**src/rtl/imm_burst_sequencer_if.sv**
```systemverilog
// Handshake bundle for the immediate-address burst sequencer:
// burst command, memory req/ack port and write-back stream.
interface imm_burst_sequencer_if #(
  parameter int CNT_W = 6
);
  logic             start;
  logic [31:0]      base;
  logic [16:0]      offset;
  logic [CNT_W-1:0] count;
  logic             abort;
  logic             mem_req;
  logic [31:0]      mem_addr;
  logic             mem_ack;
  logic [31:0]      mem_rdata;
  logic             wr_valid;
  logic [CNT_W-1:0] wr_index;
  logic [31:0]      wr_data;
  logic             busy;
  logic             done;

  modport master (
    output start, base, offset, count, abort,
    output mem_ack, mem_rdata,
    input  mem_req, mem_addr,
    input  wr_valid, wr_index, wr_data,
    input  busy, done
  );

  modport slave (
    input  start, base, offset, count, abort,
    input  mem_ack, mem_rdata,
    output mem_req, mem_addr,
    output wr_valid, wr_index, wr_data,
    output busy, done
  );
endinterface

```
**src/rtl/imm_burst_sequencer.sv**
```systemverilog
// Sequences base+imm17 word bursts: one req/ack beat per word,
// each returned word forwarded with its 0-based beat index.
module imm_burst_sequencer #(
  parameter int CNT_W  = 6,
  parameter int STRIDE = 1
) (
  input logic clock,
  input logic reset_n,
  imm_burst_sequencer_if.slave bus
);

  typedef enum logic [1:0] {
    IDLE,
    REQ,
    FIN
  } state_e;

  state_e           state_q;
  logic [31:0]      addr_q;
  logic [CNT_W-1:0] rem_q;
  logic [CNT_W-1:0] beat_q;
  logic             req_q;
  logic             wr_valid_q;
  logic [CNT_W-1:0] wr_index_q;
  logic [31:0]      wr_data_q;
  logic             busy_q;
  logic             done_q;

  logic [31:0] start_addr_d;
  logic [31:0] stride_c;

  // 17-bit immediate is sign-extended before the wrapping add
  assign start_addr_d = bus.base
                      + {{15{bus.offset[16]}}, bus.offset};
  assign stride_c = 32'(STRIDE);

  always_ff @(posedge clock or negedge reset_n) begin
    if (!reset_n) begin
      state_q    <= IDLE;
      addr_q     <= '0;
      rem_q      <= '0;
      beat_q     <= '0;
      req_q      <= 1'b0;
      wr_valid_q <= 1'b0;
      wr_index_q <= '0;
      wr_data_q  <= '0;
      busy_q     <= 1'b0;
      done_q     <= 1'b0;
    end else begin
      wr_valid_q <= 1'b0;
      done_q     <= 1'b0;
      unique case (state_q)
        IDLE: begin
          if (bus.start) begin
            addr_q <= start_addr_d;
            rem_q  <= bus.count;
            beat_q <= '0;
            busy_q <= 1'b1;
            if (bus.count != '0) begin
              state_q <= REQ;
              req_q   <= 1'b1;
            end else begin
              state_q <= FIN;
              done_q  <= 1'b1;
            end
          end
        end
        REQ: begin
          // abort wins: a coincident ack is dropped
          if (bus.abort) begin
            state_q <= IDLE;
            req_q   <= 1'b0;
            busy_q  <= 1'b0;
          end else if (bus.mem_ack) begin
            wr_valid_q <= 1'b1;
            wr_data_q  <= bus.mem_rdata;
            wr_index_q <= beat_q;
            addr_q     <= addr_q + stride_c;
            beat_q     <= beat_q + CNT_W'(1);
            rem_q      <= rem_q - CNT_W'(1);
            if (rem_q == CNT_W'(1)) begin
              state_q <= FIN;
              req_q   <= 1'b0;
              done_q  <= 1'b1;
            end
          end
        end
        FIN: begin
          state_q <= IDLE;
          busy_q  <= 1'b0;
        end
        default: begin
          state_q <= IDLE;
          req_q   <= 1'b0;
          busy_q  <= 1'b0;
        end
      endcase
    end
  end

  assign bus.mem_req  = req_q;
  assign bus.mem_addr = addr_q;
  assign bus.wr_valid = wr_valid_q;
  assign bus.wr_index = wr_index_q;
  assign bus.wr_data  = wr_data_q;
  assign bus.busy     = busy_q;
  assign bus.done     = done_q;

endmodule

```
**src/flat_wrapper.sv**
```systemverilog
// flat-port wrapper written by rule: the top's interface ports become plain ports
module imm_burst_sequencer_flat 
#(
  parameter int CNT_W  = 6,
  parameter int STRIDE = 1
)
  (clock, reset_n, bus_start, bus_base, bus_offset, bus_count, bus_abort, bus_mem_ack, bus_mem_rdata, bus_mem_req, bus_mem_addr, bus_wr_valid, bus_wr_index, bus_wr_data, bus_busy, bus_done);
  imm_burst_sequencer_if #(.CNT_W(CNT_W)) bus_i ();
  input logic clock;
  input logic reset_n;
  input wire logic [$bits(bus_i.start)-1:0] bus_start;
  input wire logic [$bits(bus_i.base)-1:0] bus_base;
  input wire logic [$bits(bus_i.offset)-1:0] bus_offset;
  input wire logic [$bits(bus_i.count)-1:0] bus_count;
  input wire logic [$bits(bus_i.abort)-1:0] bus_abort;
  input wire logic [$bits(bus_i.mem_ack)-1:0] bus_mem_ack;
  input wire logic [$bits(bus_i.mem_rdata)-1:0] bus_mem_rdata;
  output wire logic [$bits(bus_i.mem_req)-1:0] bus_mem_req;
  output wire logic [$bits(bus_i.mem_addr)-1:0] bus_mem_addr;
  output wire logic [$bits(bus_i.wr_valid)-1:0] bus_wr_valid;
  output wire logic [$bits(bus_i.wr_index)-1:0] bus_wr_index;
  output wire logic [$bits(bus_i.wr_data)-1:0] bus_wr_data;
  output wire logic [$bits(bus_i.busy)-1:0] bus_busy;
  output wire logic [$bits(bus_i.done)-1:0] bus_done;
  assign bus_i.start = bus_start;
  assign bus_i.base = bus_base;
  assign bus_i.offset = bus_offset;
  assign bus_i.count = bus_count;
  assign bus_i.abort = bus_abort;
  assign bus_i.mem_ack = bus_mem_ack;
  assign bus_i.mem_rdata = bus_mem_rdata;
  assign bus_mem_req = bus_i.mem_req;
  assign bus_mem_addr = bus_i.mem_addr;
  assign bus_wr_valid = bus_i.wr_valid;
  assign bus_wr_index = bus_i.wr_index;
  assign bus_wr_data = bus_i.wr_data;
  assign bus_busy = bus_i.busy;
  assign bus_done = bus_i.done;
  imm_burst_sequencer #(.CNT_W(CNT_W), .STRIDE(STRIDE)) u_core (.clock(clock), .reset_n(reset_n), .bus(bus_i));
endmodule
```
**config.mk**
```make
export PLATFORM = sky130hd
export DESIGN_NAME = imm_burst_sequencer_flat
export DESIGN_NICKNAME = d
export VERILOG_FILES = /design/src/rtl/imm_burst_sequencer_if.sv /design/src/rtl/imm_burst_sequencer.sv /design/src/flat_wrapper.sv
export SDC_FILE = /design/constraint.sdc
export NUM_CORES = 1
export LEC_CHECK = 0
export ABC_AREA = 1
export CORE_MARGIN = 1.5
export CORE_UTILIZATION = 50
export CTS_CLUSTER_SIZE = 24
export DETAILED_ROUTE_END_ITERATION = 6
export PLACE_DENSITY = 0.8
export SKIP_CTS_REPAIR_TIMING = 1
export SLEW_MARGIN = 10
export SYNTH_ARGS = -nofsm -noshare
export SYNTH_HDL_FRONTEND = slang
export SYNTH_SLANG_ARGS = --single-unit
```
**constraint.sdc**
```tcl
create_clock -name clock -period 3.2 [get_ports clock]
set_input_delay 0.32 -clock clock [delete_from_list [all_inputs] [get_ports clock]]
set_output_delay 0.32 -clock clock [all_outputs]
set_load 0.05 [all_outputs]
```
==> results_dict.tcl <==
set metrics [dict create \
    status "finished, final reports clean" \
    synth_cell_type_count 40 \
    busiest_layer "met2" \
    path_common_cell "nand2_1" \
    cts_root_buf "clkbuf_16" \
    n_fill_cell 1224 \
    syn2layout_area_growth_pct 31.24 \
    crit_arrival_ps 2760 \
    grt_max_degree 63 \
    yosys-top-cells-area "dfrtp_1, nand2_1, inv_1" \
    ant_nets 0 \
    final_cells 1435 \
    globalRouteOverflowTotal 0 \
    diodes 0 \
    worst_pin_slew_ps 794.3 \
    portBuffers 165 \
    coreArea_mm2 0.01330 \
    hpwl_um 15580 \
    max_slew_margin_pct 47.04 \
    fin_area_mm2 0.009000 \
    register_area_mm2 0.002202 \
    remaining_drc_errors 0 \
    switching_share_pct 52.13 \
    crit_buf_inv 2 \
    cp-end-kind "register" \
    crit_slowest_cell "clkdlybuf4s50_1" \
    final_hold_viol_count 0 \
    cts_inserted_buffers 9 \
    drt-pass1-iter-count 5 \
    p_leak_nw 4.603 \
    clock_latency_ps 340 \
    place_congestion 1.016 \
    seqPwrFrac_pct 26.0 \
    dr.first_iter.drc_count 524 \
    yosys_warnings 0 \
    die_y_um 120.1 \
    cts_tree "done" \
    num_vias 7460 \
    yosysSeqAreaShare_pct 32.11 \
    grt_pass1_wl_um 32690 \
    placed_area_mm2 0.008685 \
    clock_skew_ps 6.612 \
    fp.dieW_um 120.1 \
    setup_viol 0 \
    crit_type "in2reg" \
    switchingPower_mw 4.221 \
    synth.top_cell.area_share_pct 32.11 \
    drive_gt1_share_pct 3.018 \
    start_util_pct 51.58 \
    grt_use_met1_pct 35.76 \
    path_cells "clkdlybuf4s50_1 -> ha_1 -> nand2_1 -> inv_1 -> nand2_1 -> nand2_1 -> a21oi_1 -> nor2_1 -> nor2_1 -> nand2_1 -> nand2_1 -> nand3_1 -> a21oi_1" \
    synth_ff_type "dfrtp_1" \
    cts_sinks 88 \
    avgViaCountPerCell 5.199 \
    syn_inst 1093 \
    globalRouteMet3Util_pct 3.850 \
    synth.net_count 1221 \
    io_pins 166 \
    netlist_area_mm2 0.006858 \
    synth_seq_cells 88 \
    p_int_mw 3.875 \
    yosysMostFrequentCell "nand2_1" \
    post-synth-top-area-cell "dfrtp_1" \
    tns_ps 0 \
    syn_area_per_cell_um2 6.274 \
    drv_cap 0 \
    critPathTopFamily "buffers and inverters" \
    cp.required_ps 3470 \
    fmax_mhz 401.7 \
    cp-start-kind "input pin" \
    combPwrFrac_pct 60.1 \
    vdd.ir_drop.worst_v 0.0004091 \
    path_clk_slew_ps 60 \
    fin_util_pct 67.69 \
    row_count 42 \
    clock_path_buffers 2 \
    max_stage_delay_ps 840 \
    grt_pass1_vias 7062 \
    post_drt_wl_per_cell_um 13.85 \
    grt.total_usage_pct 28.10 \
    rsz0062_at_grt "false" \
    synth_edf_count 0 \
    worstPathMaxFanout 13 \
    async_flop_share_pct 100.0 \
    numPlacedInstances 1419 \
    hold_class "in2async" \
    synth_common_cells "nand2_1, inv_1, nor2_1" \
    grt_use_met2_pct 48.11 \
    drv_slew 0 \
    multiInputGateArea_mm2 0.003994 \
    cts_htree_levels 3 \
    final_nets 1382 \
    dieArea_mm2 0.01443 \
    drt-total-wl_um 19880 \
    fin_crit_sh_pct 77.80 \
    finalCriticalPeriod_ps 2490 \
    antenna_found_initial 0 \
    pwr-share-clk_pct 13.9 \
    power.density_mw_per_mm2 899.5 \
]
-- logic make-up after synthesis --
family,Yosys count,share of synthesized area [%]
simple gates,650,39.23
fa+ha+maj,36,6.678
flops,88,32.11
compound gates,131,10.42
buf+inv,173,9.651
xor+xnor,15,1.916
-- cells in the final DEF, fill, tap and decap left out, types with 4 or more instances in the layout --
cell and n:
a22oi_1 5, nor3_1 23, a21oi_1 63, clkdlybuf4s50_1 164, o21bai_1 4, buf_4 8, o21ai_0 35, or2_2 6
xor2_1 11, nand3_1 58, ha_1 35, inv_1 148, o21ai_1 4, nand3b_1 8, clkbuf_16 9, nand4_1 13
nand2_1 414, nor2_1 117, xnor2_1 4, a31oi_1 12, dfrtp_1 88
-- path summary, 6_finish.rpt --
check | startpoint | end | slack [ps] | cells after the start
setup / recovery | bus_offset[16] | u_core.bus.mem_addr[27] | 710 | 13
hold / removal | reset_n | u_core.state_q[0] | 40 | 1
setup reg to reg | u_core.state_q[1] | u_core.bus.mem_addr[23] | 970 | 6
hold reg to reg | u_core.bus.wr_data[1] | u_core.bus.wr_data[1] | 470 | 2
max in group asynchronous | reset_n | u_core.bus.mem_addr[24] | 2420 | 2
min in group clock | u_core.bus.wr_data[1] | u_core.bus.wr_data[1] | 470 | 2
-- worst reg2reg max path, cell delays in order (launching register included) --
cell	delay [ps]
dfrtp_1	410
nor2_1	180
nand2_1	240
nand2_4	510
inv_2	370
a31oi_1	300
a21oi_1	100
-- power groups by stage --
stage	sequential (mW)	clock, mW	combinational [mW]
floorplan	3.52	0	1.80
CTS	2.09	1.14	4.87
global route	2.16	1.18	5.26
detailed placement	2.10	0	4.86
finish	2.10	1.13	4.87
global placement	2.08	0	4.80
-- state kept, by name, summed over array words and instances, names as in the netlist --
name                 count
u_core.bus.wr_valid      1
u_core.state_q           2
u_core.bus.busy          1
u_core.bus.mem_req       1
u_core.bus.done          1
u_core.bus.mem_addr     32
u_core.bus.wr_data      32
u_core.bus.wr_index      6
u_core.rem_q             6
u_core.beat_q            6
-- cell type report --
type	count	area share (%)
multi-input cells	832	44.38
flip-flops and latches	88	24.47
repair buffers	172	18.91
inverters	151	6.298
clock buffers	13	2.780
well taps	176	2.447
clock inverters	3	0.7229
-- metrics by stage --
step | total power [mW] | worst slack, ps | hold WS, ps
6_report | 8.096 | 710.3 | 44.23
3_3_place_gp | 6.880 | 460.9 | 452.3
5_1_grt | 8.604 | 487.0 | 117.2
4_1_cts | 8.098 | 756.1 | 89.16
2_1_floorplan | 5.322 | 1256 | 24.41
3_5_place_dp | 6.960 | 410.1 | 453.0
-- metal layers --
layer,vias to the layer above,part of all wire (%)
li1,3779,-
met4,0,3.1
met3,41,6.6
met5,-,0
met2,294,48
met1,3346,43
(Power assumes the default switching activity.)
